===== src/rtl/coin_dispenser.sv =====
// coin_dispenser: greedy change-return engine driving a per-coin request/ack mechanism
module coin_dispenser #(
    parameter int TIMEOUT    = 255,
    parameter int GAP_CYCLES = 2
) (
    input  logic       clk,
    input  logic       rst_n,
    input  logic       start,
    input  logic [6:0] amount,
    input  logic       ack,
    output logic       disp_q,
    output logic       disp_d,
    output logic       disp_n,
    output logic       busy,
    output logic       done,
    output logic       fault,
    output logic [3:0] quarter_count,
    output logic [3:0] dime_count,
    output logic [3:0] nickel_count,
    output logic [6:0] remainder
);
    typedef enum logic [2:0] {IDLE, SELECT, DRIVE, GAP, DONE} state_t;

    state_t     state_q, state_d;
    logic [6:0] bal_q, bal_d, rem_q, rem_d;
    logic [7:0] tmo_q, tmo_d;
    logic [3:0] gap_q, gap_d, qcnt_q, qcnt_d, dcnt_q, dcnt_d, ncnt_q, ncnt_d;
    logic [2:0] coin_q, coin_d;
    logic       fault_q, fault_d;
    logic       tmo_hit, gap_end;
    logic [6:0] coin_val;

    assign tmo_hit  = tmo_q == 8'(TIMEOUT - 1);
    assign gap_end  = gap_q == 4'(GAP_CYCLES - 1);
    assign coin_val = coin_q[2] ? 7'd25 : coin_q[1] ? 7'd10 : 7'd5;

    // state and datapath registers; reset clears every visible output
    always_ff @(posedge clk) begin
        if (!rst_n) begin
            state_q <= IDLE;
            bal_q   <= '0;
            rem_q   <= '0;
            tmo_q   <= '0;
            gap_q   <= '0;
            qcnt_q  <= '0;
            dcnt_q  <= '0;
            ncnt_q  <= '0;
            coin_q  <= '0;
            fault_q <= 1'b0;
        end else begin
            state_q <= state_d;
            bal_q   <= bal_d;
            rem_q   <= rem_d;
            tmo_q   <= tmo_d;
            gap_q   <= gap_d;
            qcnt_q  <= qcnt_d;
            dcnt_q  <= dcnt_d;
            ncnt_q  <= ncnt_d;
            coin_q  <= coin_d;
            fault_q <= fault_d;
        end
    end

    // next-state sequencing: pick coin, wait for ack or timeout, pause, repeat
    always_comb begin
        state_d = state_q;
        case (state_q)
            IDLE:    state_d = start ? SELECT : IDLE;
            SELECT:  state_d = bal_q >= 7'd5 ? DRIVE : DONE;
            DRIVE:   state_d = ack ? GAP : tmo_hit ? DONE : DRIVE;
            GAP:     state_d = gap_end ? SELECT : GAP;
            DONE:    state_d = IDLE;
            default: state_d = IDLE;
        endcase
    end

    // datapath updates: balance, coin request, tallies, timers, fault, remainder
    always_comb begin
        bal_d   = bal_q;
        rem_d   = rem_q;
        tmo_d   = tmo_q;
        gap_d   = gap_q;
        qcnt_d  = qcnt_q;
        dcnt_d  = dcnt_q;
        ncnt_d  = ncnt_q;
        coin_d  = coin_q;
        fault_d = fault_q;
        case (state_q)
            IDLE: if (start) begin
                bal_d   = amount;
                rem_d   = '0;
                qcnt_d  = '0;
                dcnt_d  = '0;
                ncnt_d  = '0;
                fault_d = 1'b0;
            end
            SELECT: begin
                tmo_d  = '0;
                coin_d = {bal_q >= 7'd25, bal_q < 7'd25 && bal_q >= 7'd10, bal_q < 7'd10 && bal_q >= 7'd5};
                rem_d  = bal_q < 7'd5 ? bal_q : rem_q;
            end
            DRIVE: if (ack) begin
                coin_d = '0;
                gap_d  = '0;
                bal_d  = bal_q - coin_val;
                qcnt_d = qcnt_q + {3'd0, coin_q[2]};
                dcnt_d = dcnt_q + {3'd0, coin_q[1]};
                ncnt_d = ncnt_q + {3'd0, coin_q[0]};
            end else begin
                tmo_d   = tmo_q + 8'd1;
                coin_d  = tmo_hit ? 3'b000 : coin_q;
                fault_d = fault_q | tmo_hit;
                rem_d   = tmo_hit ? bal_q : rem_q;
            end
            GAP: gap_d = gap_q + 4'd1;
            default: ;
        endcase
    end

    // outputs decoded from registered state only
    always_comb begin
        busy                     = state_q != IDLE;
        done                     = state_q == DONE;
        {disp_q, disp_d, disp_n} = coin_q;
        fault                    = fault_q;
        quarter_count            = qcnt_q;
        dime_count               = dcnt_q;
        nickel_count             = ncnt_q;
        remainder                = rem_q;
    end
endmodule

===== config.mk =====
export PLATFORM = sky130hd
export DESIGN_NAME = coin_dispenser
export DESIGN_NICKNAME = d
export VERILOG_FILES = /design/src/rtl/coin_dispenser.sv
export SDC_FILE = /design/constraint.sdc
export NUM_CORES = 1
export LEC_CHECK = 0
export CORE_MARGIN = 1
export CORE_UTILIZATION = 45
export DETAILED_ROUTE_END_ITERATION = 8
export GPL_TIMING_DRIVEN = 0
export PLACE_DENSITY = 0.67
export SLEW_MARGIN = 20
export SYNTH_ARGS = -nofsm -noshare
export SYNTH_HDL_FRONTEND = slang
export SYNTH_SLANG_ARGS = --single-unit
export TNS_END_PERCENT = 30

===== constraint.sdc =====
create_clock -name clk -period 2.2 [get_ports clk]
set_input_delay 0.44 -clock clk [delete_from_list [all_inputs] [get_ports clk]]
set_output_delay 0.44 -clock clk [all_outputs]
set_load 0.005 [all_outputs]

==> metrics.yaml <==
critPathLaunchType: "flip-flop"
place.detailed.instances: 372
dr_total_vias: 2055
ys_ff_latch: 45
hold_class: "reg2reg"
postLayoutSetupSlackWorst_ns: 0.0730
syn-num-nets: 298
htreeDepth: 2
cts_buffers: 5
io_pins: 36
drt-vias-per-instance: 5.41
worst_setup_hold_path_clk_slew_ns: 0.09
final.period_utilization_pct: 96.7
total_switching_power_uw: 625
cts_buffer_depth: 2
count_of_synthesis_stage_warnings_from_yosys: 0
clock_latency_ns: 0.30
area_growth_syn_to_layout_pct: 24.3
cts-root-buf: "sky130_fd_sc_hd__clkbuf_8"
multi_input_area_um2: 1360
switching_share_pct: 30.0
fmax_mhz: 470
routabilityCongestion: 0.794
cp.arrival_ns: 2.33
std_cell_rows: 25
run_status: "completed"
num-nets-final: 340
hold_violations: 0
share_clk_of_total_power_pct: 31.2
dr.first_iter.drc_count: 88
grt_setup_unrepaired: "yes"
initial_core_util_pct: 48.1
postSynthCellCount: 270
grt.overflow.total: 0
coreArea_um2: 4850
timing_worst_slew_pin_value_ns: 0.871
p_int_mw: 1.46
layout.cells.non_filler: 380
clock_sinks: 45
maxSlewHeadroom_pct: 41.5
ant_nets: 0
timing.hold.ws_ns: 0.485
timing.max_cap.violations: 0
detailed_place.area_um2: 2770
n_fill_cell: 454
grt_pass1_vias: 1861
cts_setup_buffers: 0
drt_pass1_iterations: 4
sequential_power_share_pct: 43.9
period_needed_ns: 2.13
timing.critical_path.fanout_max: 5
gr-usage-all-layers_pct: 21.0
number_of_unique_standard_cell_types_used_by_synthesis: 46
end_kind: "flip-flop"
fin_skew_ns: 0.00869
power-per-cell-area_nw_per_um2: 718
wire_length_of_the_first_global_routing_pass_mm: 8.84
place_hpwl_mm: 3.83
largest_net_degree_at_the_start_of_global_routing: 15
critPathRequiredTime_ns: 2.40
wl_per_cell_um: 13.6
path_class: "reg2reg"
antenna-diode-count: 0
final_cell_area_um2: 2900
wirelength_mm: 5.15
drc_errors: 0
dieArea_um2: 5480
register_area_um2: 903
die_h_um: 74.0
chipWidth_um: 74.0
cts_tree: "built"
report.final.slew_viol_count: 0
avgSynthCellArea_um2: 8.64
final_layout_size_suffix_gt1_share_pct: 8.63
worst_ir_drop_vdd_v: 0.000476
worst_slack_at_placement_ns: -0.124
numPortBuffers: 35
final_setup_violations: 0
antenna_found_initial: 0
yosysSeqAreaShare_pct: 38.6
power.static_leakage_nw: 1.12
combinational_group_share_of_total_power_pct: 24.8
mappedNetlistArea_um2: 2330
-- synthesized netlist by cell type (all sizes together) --
library cell	instances	area, um2
nand4b	1	8.76
o31ai	1	7.51
xor2	7	61.3
or2	2	12.5
nor3	7	40.0
o31a	4	35.0
o211ai	2	15.0
or3	4	25.0
nand4	4	25.0
nor2b	8	52.6
a211oi	3	27.5
inv	9	33.8
fa	1	20.0
nand3	14	70.1
and2	2	12.5
o2bb2ai	1	8.76
nor4	1	6.26
a211o	1	8.76
a21oi	10	50.1
a21boi	7	56.3
o21a	7	52.6
a22o	9	78.8
xnor2	4	35.0
buf	7	35.0
o21ai	14	70.1
nand2b	4	25.0
o22ai	1	6.26
a31oi	2	12.5
clkbuf	3	11.3
o211a	3	30.0
or4	1	7.51
and3	4	25.0
nor3b	4	35.0
nand2	28	105
dfxtp	45	901
nor2	25	93.8
nand3b	1	7.51
o21bai	1	7.51
o311ai	2	17.5
ha	16	200
-- registers in the layout, indices dropped and copies added, names as in the netlist --
name / count
tmo_q: 8
bal_q: 7
remainder: 7
dime_count: 4
gap_q: 4
nickel_count: 4
quarter_count: 4
coin_q: 3
state_q: 3
fault: 1
-- routing by layer --
layer,track usage [%],vias up,routed length (um)
met1,28.9,954,2630
met4,6.62,0,57
met5,0,-,0
met3,4.34,7,203
met2,33.1,45,2270
li1,-,1049,-
-- cell usage in the layout (no fill, tap or decap), types with 3 or more instances in the layout --
| cell type | count |
|---|---|
| sky130_fd_sc_hd__inv_1 | 9 |
| sky130_fd_sc_hd__nand2b_1 | 4 |
| sky130_fd_sc_hd__a21oi_1 | 10 |
| sky130_fd_sc_hd__nand3_1 | 14 |
| sky130_fd_sc_hd__nand4_1 | 4 |
| sky130_fd_sc_hd__a21boi_0 | 6 |
| sky130_fd_sc_hd__clkbuf_1 | 3 |
| sky130_fd_sc_hd__dfxtp_1 | 43 |
| sky130_fd_sc_hd__or3_1 | 4 |
| sky130_fd_sc_hd__ha_1 | 16 |
| sky130_fd_sc_hd__nor2_1 | 25 |
| sky130_fd_sc_hd__buf_2 | 7 |
| sky130_fd_sc_hd__nor2b_1 | 6 |
| sky130_fd_sc_hd__o21a_1 | 7 |
| sky130_fd_sc_hd__nand2_1 | 28 |
| sky130_fd_sc_hd__xor2_1 | 7 |
| sky130_fd_sc_hd__a22o_1 | 9 |
| sky130_fd_sc_hd__o31a_1 | 4 |
| sky130_fd_sc_hd__nor3_1 | 6 |
| sky130_fd_sc_hd__clkbuf_8 | 6 |
| sky130_fd_sc_hd__o211a_1 | 3 |
| sky130_fd_sc_hd__xnor2_1 | 4 |
| sky130_fd_sc_hd__clkdlybuf4s50_1 | 35 |
| sky130_fd_sc_hd__and3_1 | 4 |
| sky130_fd_sc_hd__o21ai_0 | 13 |
-- logic make-up (layout without fill, tap and decap cells) --
kind of cell / Yosys count / in the layout / synth area share (%)
and+or+nand+nor: 110 / 110 / 23.6
buffers and inverters: 19 / 62 / 3.43
DFF: 45 / 45 / 38.6
AOI/OAI and AO/OA: 68 / 68 / 20.8
xor gates and xnor gates: 11 / 11 / 4.13
adders and majority gates: 17 / 17 / 9.44
-- power groups by stage --
stage | Sequential, mW | Clock, mW | Combinational [mW]
3_5_place_dp | 0.933 | 0 | 0.511
6_report | 0.915 | 0.650 | 0.517
2_1_floorplan | 0.914 | 0 | 0.359
3_3_place_gp | 0.932 | 0 | 0.504
4_1_cts | 0.915 | 0.660 | 0.513
5_1_grt | 0.923 | 0.703 | 0.583
-- through the flow --
stage	total power [mW]	TNS (ns)	utilization, %
5_1_grt	2.21	-0.0121	59.8
4_1_cts	2.09	0	59.6
3_5_place_dp	1.44	-1.02	57.1
2_1_floorplan	1.27	0	-
6_report	2.08	0	59.8
3_3_place_gp	1.44	-0.981	57.1
-- worst paths after layout --
kind / depth (start not counted) / slack (ns) / end / from
worst max-delay path: 7 / 0.07 / bal_q[6] / coin_q[1]
worst min-delay path: 2 / 0.48 / nickel_count[0] / nickel_count[0]
worst max register to register: 7 / 0.07 / bal_q[6] / coin_q[1]
worst min register to register: 2 / 0.48 / nickel_count[0] / nickel_count[0]
-- layout make-up --
type | instances | area share [%]
inverters | 9 | 1.16
well taps | 67 | 2.89
plain buffers | 10 | 1.60
flip-flops and latches | 45 | 31.1
repair buffers | 35 | 12.1
multi-input cells | 206 | 47.0
clock buffers | 6 | 2.85
clock inverters | 2 | 1.29
-- repair_timing --
action,4_1_cts,5_1_grt
gates resized for setup,0,5
hold buffers,0,0
setup endpoints to repair,0,2
-- critical path, cell delays in order (launching register included) --
cell                       delay, ns
sky130_fd_sc_hd__dfxtp_2        0.35
sky130_fd_sc_hd__or2_2          0.34
sky130_fd_sc_hd__ha_1           0.29
sky130_fd_sc_hd__nor2b_2        0.17
sky130_fd_sc_hd__o31a_1         0.25
sky130_fd_sc_hd__nand2b_1       0.16
sky130_fd_sc_hd__and3_1         0.18
sky130_fd_sc_hd__o31a_1         0.28
No activity file was read; power rests on OpenSTA's default activity.
==> RTL change (same settings) <==
Re-encode `state_t` (5 states) as one-hot, 5 bits wide.
--- a/src/rtl/coin_dispenser.sv
+++ b/src/rtl/coin_dispenser.sv
@@ -19,7 +19,7 @@
     output logic [3:0] nickel_count,
     output logic [6:0] remainder
 );
-    typedef enum logic [2:0] {IDLE, SELECT, DRIVE, GAP, DONE} state_t;
+    typedef enum logic [4:0] {IDLE = 5'b00001, SELECT = 5'b00010, DRIVE = 5'b00100, GAP = 5'b01000, DONE = 5'b10000} state_t;
 
     state_t     state_q, state_d;
     logic [6:0] bal_q, bal_d, rem_q, rem_d;
Check against the original RTL: no difference found for any inputs over 10 cycles, from zero or initial values and one cycle with rst_n low; not proved beyond that.
==> RTL change against the unedited design <==
Wire length up 14%; clock power increased by 2%; sequential cell count increased by 2; design area grew 10%; sequential power is 2% lower; total power is 9.7% lower; area after synthesis up 9.1%; non-clock buffer count is 5 higher; setup slack better by 0.010 ns; largest cell class unchanged.
==> RTL change: results (changes against the unedited design) <==
* Synth cell types at 58 (+26%)
* Final estimated routing congestion in global placement at 0.782 (-1.5%)
* Top cells by area, synth: dfxtp_1 (37%), ha_1 (7.9%), nand2_1 (6.2%)
* Slowest stage delay, CP at 0.49 ns (+0.14 ns)
* Sequential share of the synthesized area at 0.370 (-0.0165)
* Met2 wire len at 2730 µm (+20%)
* Syn-to-layout area delta at 25.5%
* WL met3 at 182 µm (-10%)
* Share of post-route cells with drive strength above 1 at 0.118 (+0.0322)
* Largest net degree at the start of global routing at 17 (+2)
* Drt pass-1 iters at 5 (+1)
* Gr usage total at 0.204 (-0.00675)
* Synth Instances at 298 (+10%)
* Nets at 373 (+9.7%)
* Syn nets at 326 (+9.4%)
* Internal power at 1.36 mW (-6.8%)
* VDD IR max at 0.592 mV (+24%)
* Worst EP arrival at 1.68 ns (-0.65 ns)
* Pre-CTS setup slack at -0.195 ns (-0.0710 ns)
* Number of global-route vias before repair at 1,960 (+5.3%)
* DP HPWL at 4230 µm (+10%)
* Run status: completed
* DRT iter0 DRCs at 101 (+15%)
* Initial antenna violation count at 0 (unchanged)
* ANT cells at 0 (unchanged)
* HP Class: flop to flop
* Leak at 1.28 nW (+14%)
* DRT met1 WL at 2910 µm (+11%)
* Clk_skew at 0.0123 ns (+0.00362 ns)
* Max FO, Critical Path at 10 (+5)
* Worst slew margin at 0.626 (+0.211)
* First-pass GRT wire length at 9560 µm (+8.1%)
* Synth top cells by count: dfxtp_1 (47), nand2_1 (42), nor2_1 (25)
* Crit-path leading delay family: buffers and inverters
* WL/cell at 14.1 µm (+3.8%)
* Slowest-stage cell, CP: clkdlybuf4s50_1
* Ys async rst share at 0 (unchanged)
* Final Non-Filler Cells at 418 (+10%)
* Vias at 2,222 (+8.1%)
* DP Cell Count at 405 (+8.9%)
* Final-layout fill cell count at 528 (+16%)
-- RTL change: changes by cell type after synthesis, sizes merged, moves of 3 or more --
| cell | change |
|---|---|
| a22o | -9 |
| xor2 | +3 |
| nor3 | -4 |
| nand2 | +15 |
| a21oi | +7 |
| nor3b | -4 |
| mux2i | +9 |
| a21boi | -3 |
| o31a | -3 |
| nand3 | +3 |
| o21a | -4 |
-- RTL change: path summary, 6_finish.rpt --
check                                            start               endpoint  slack, ns  cells after the start
worst max-delay path             state_q[1]$_SDFF_PN0_                   done       0.08                      4
worst max register to register  coin_q[1]$_SDFFE_PN0P_  bal_q[6]$_SDFFE_PN0P_       0.09                      7
worst min-delay path                fault$_SDFFE_PN0P_     fault$_SDFFE_PN0P_       0.47                      2
worst min register to register      fault$_SDFFE_PN0P_     fault$_SDFFE_PN0P_       0.47                      2
-- RTL change: through the flow --
| step | instance area (µm²) | power [mW] |
|---|---|---|
| 6_report | 3190 | 1.88 |
| 5_1_grt | 3190 | 1.96 |
| 4_1_cts | 3110 | 1.87 |
| 3_5_place_dp | 2990 | 1.22 |
| 3_3_place_gp | 2990 | 1.21 |
| 2_1_floorplan | 2550 | 1.12 |
-- RTL change: power groups by stage --
stage / clock, mW / combinational, mW / sequential (mW)
floorplan: 0 / 0.214 / 0.908
global placement: 0 / 0.295 / 0.916
detailed placement: 0 / 0.298 / 0.917
CTS: 0.672 / 0.302 / 0.897
global route: 0.705 / 0.352 / 0.902
finish: 0.663 / 0.320 / 0.897
-- RTL change: metal layers --
| metal | track usage | up-vias |
|---|---|---|
| met4 | 0.0528 | 0 |
| met1 | 0.270 | 1045 |
| met3 | 0.0452 | 4 |
| met5 | 0 | - |
| li1 | - | 1141 |
| met2 | 0.332 | 32 |
-- RTL change: repair_timing --
action                     in CTS  in global routing
gates resized for setup         4                 10
pin swaps                       0                  2
cloned                          0                  0
setup endpoints to repair       7                 15
buffers inserted                0                  5
hold buffers                    0                  0
-- RTL change: cell type report --
class,instances,area (µm²),area share
Multi-Input combinational cell,231,1550,0.485
Sequential cell,47,948,0.297
Timing Repair Buffer,40,390,0.122
Tap cell,72,90.1,0.0282
Clock buffer,5,68.8,0.0215
Buffer,10,65.1,0.0204
Clock inverter,3,46.3,0.0145
Inverter,10,37.5,0.0118
-- RTL change: cell families after synthesis --
family | Yosys count | synth area share
flops | 47 | 0.370
fa+ha+maj | 17 | 0.0865
xor+xnor | 14 | 0.0482
mux | 9 | 0.0354
buf+inv | 20 | 0.0403
compound gates | 59 | 0.151
simple gates | 132 | 0.269
-- RTL change: worst min-delay path: cells and delay by family, from the launching register on --
kind | cells | cell delay [ns]
buffers and inverters | 1 | 0.05
flip-flops | 1 | 0.33
AO/OA/AOI/OAI | 1 | 0.05
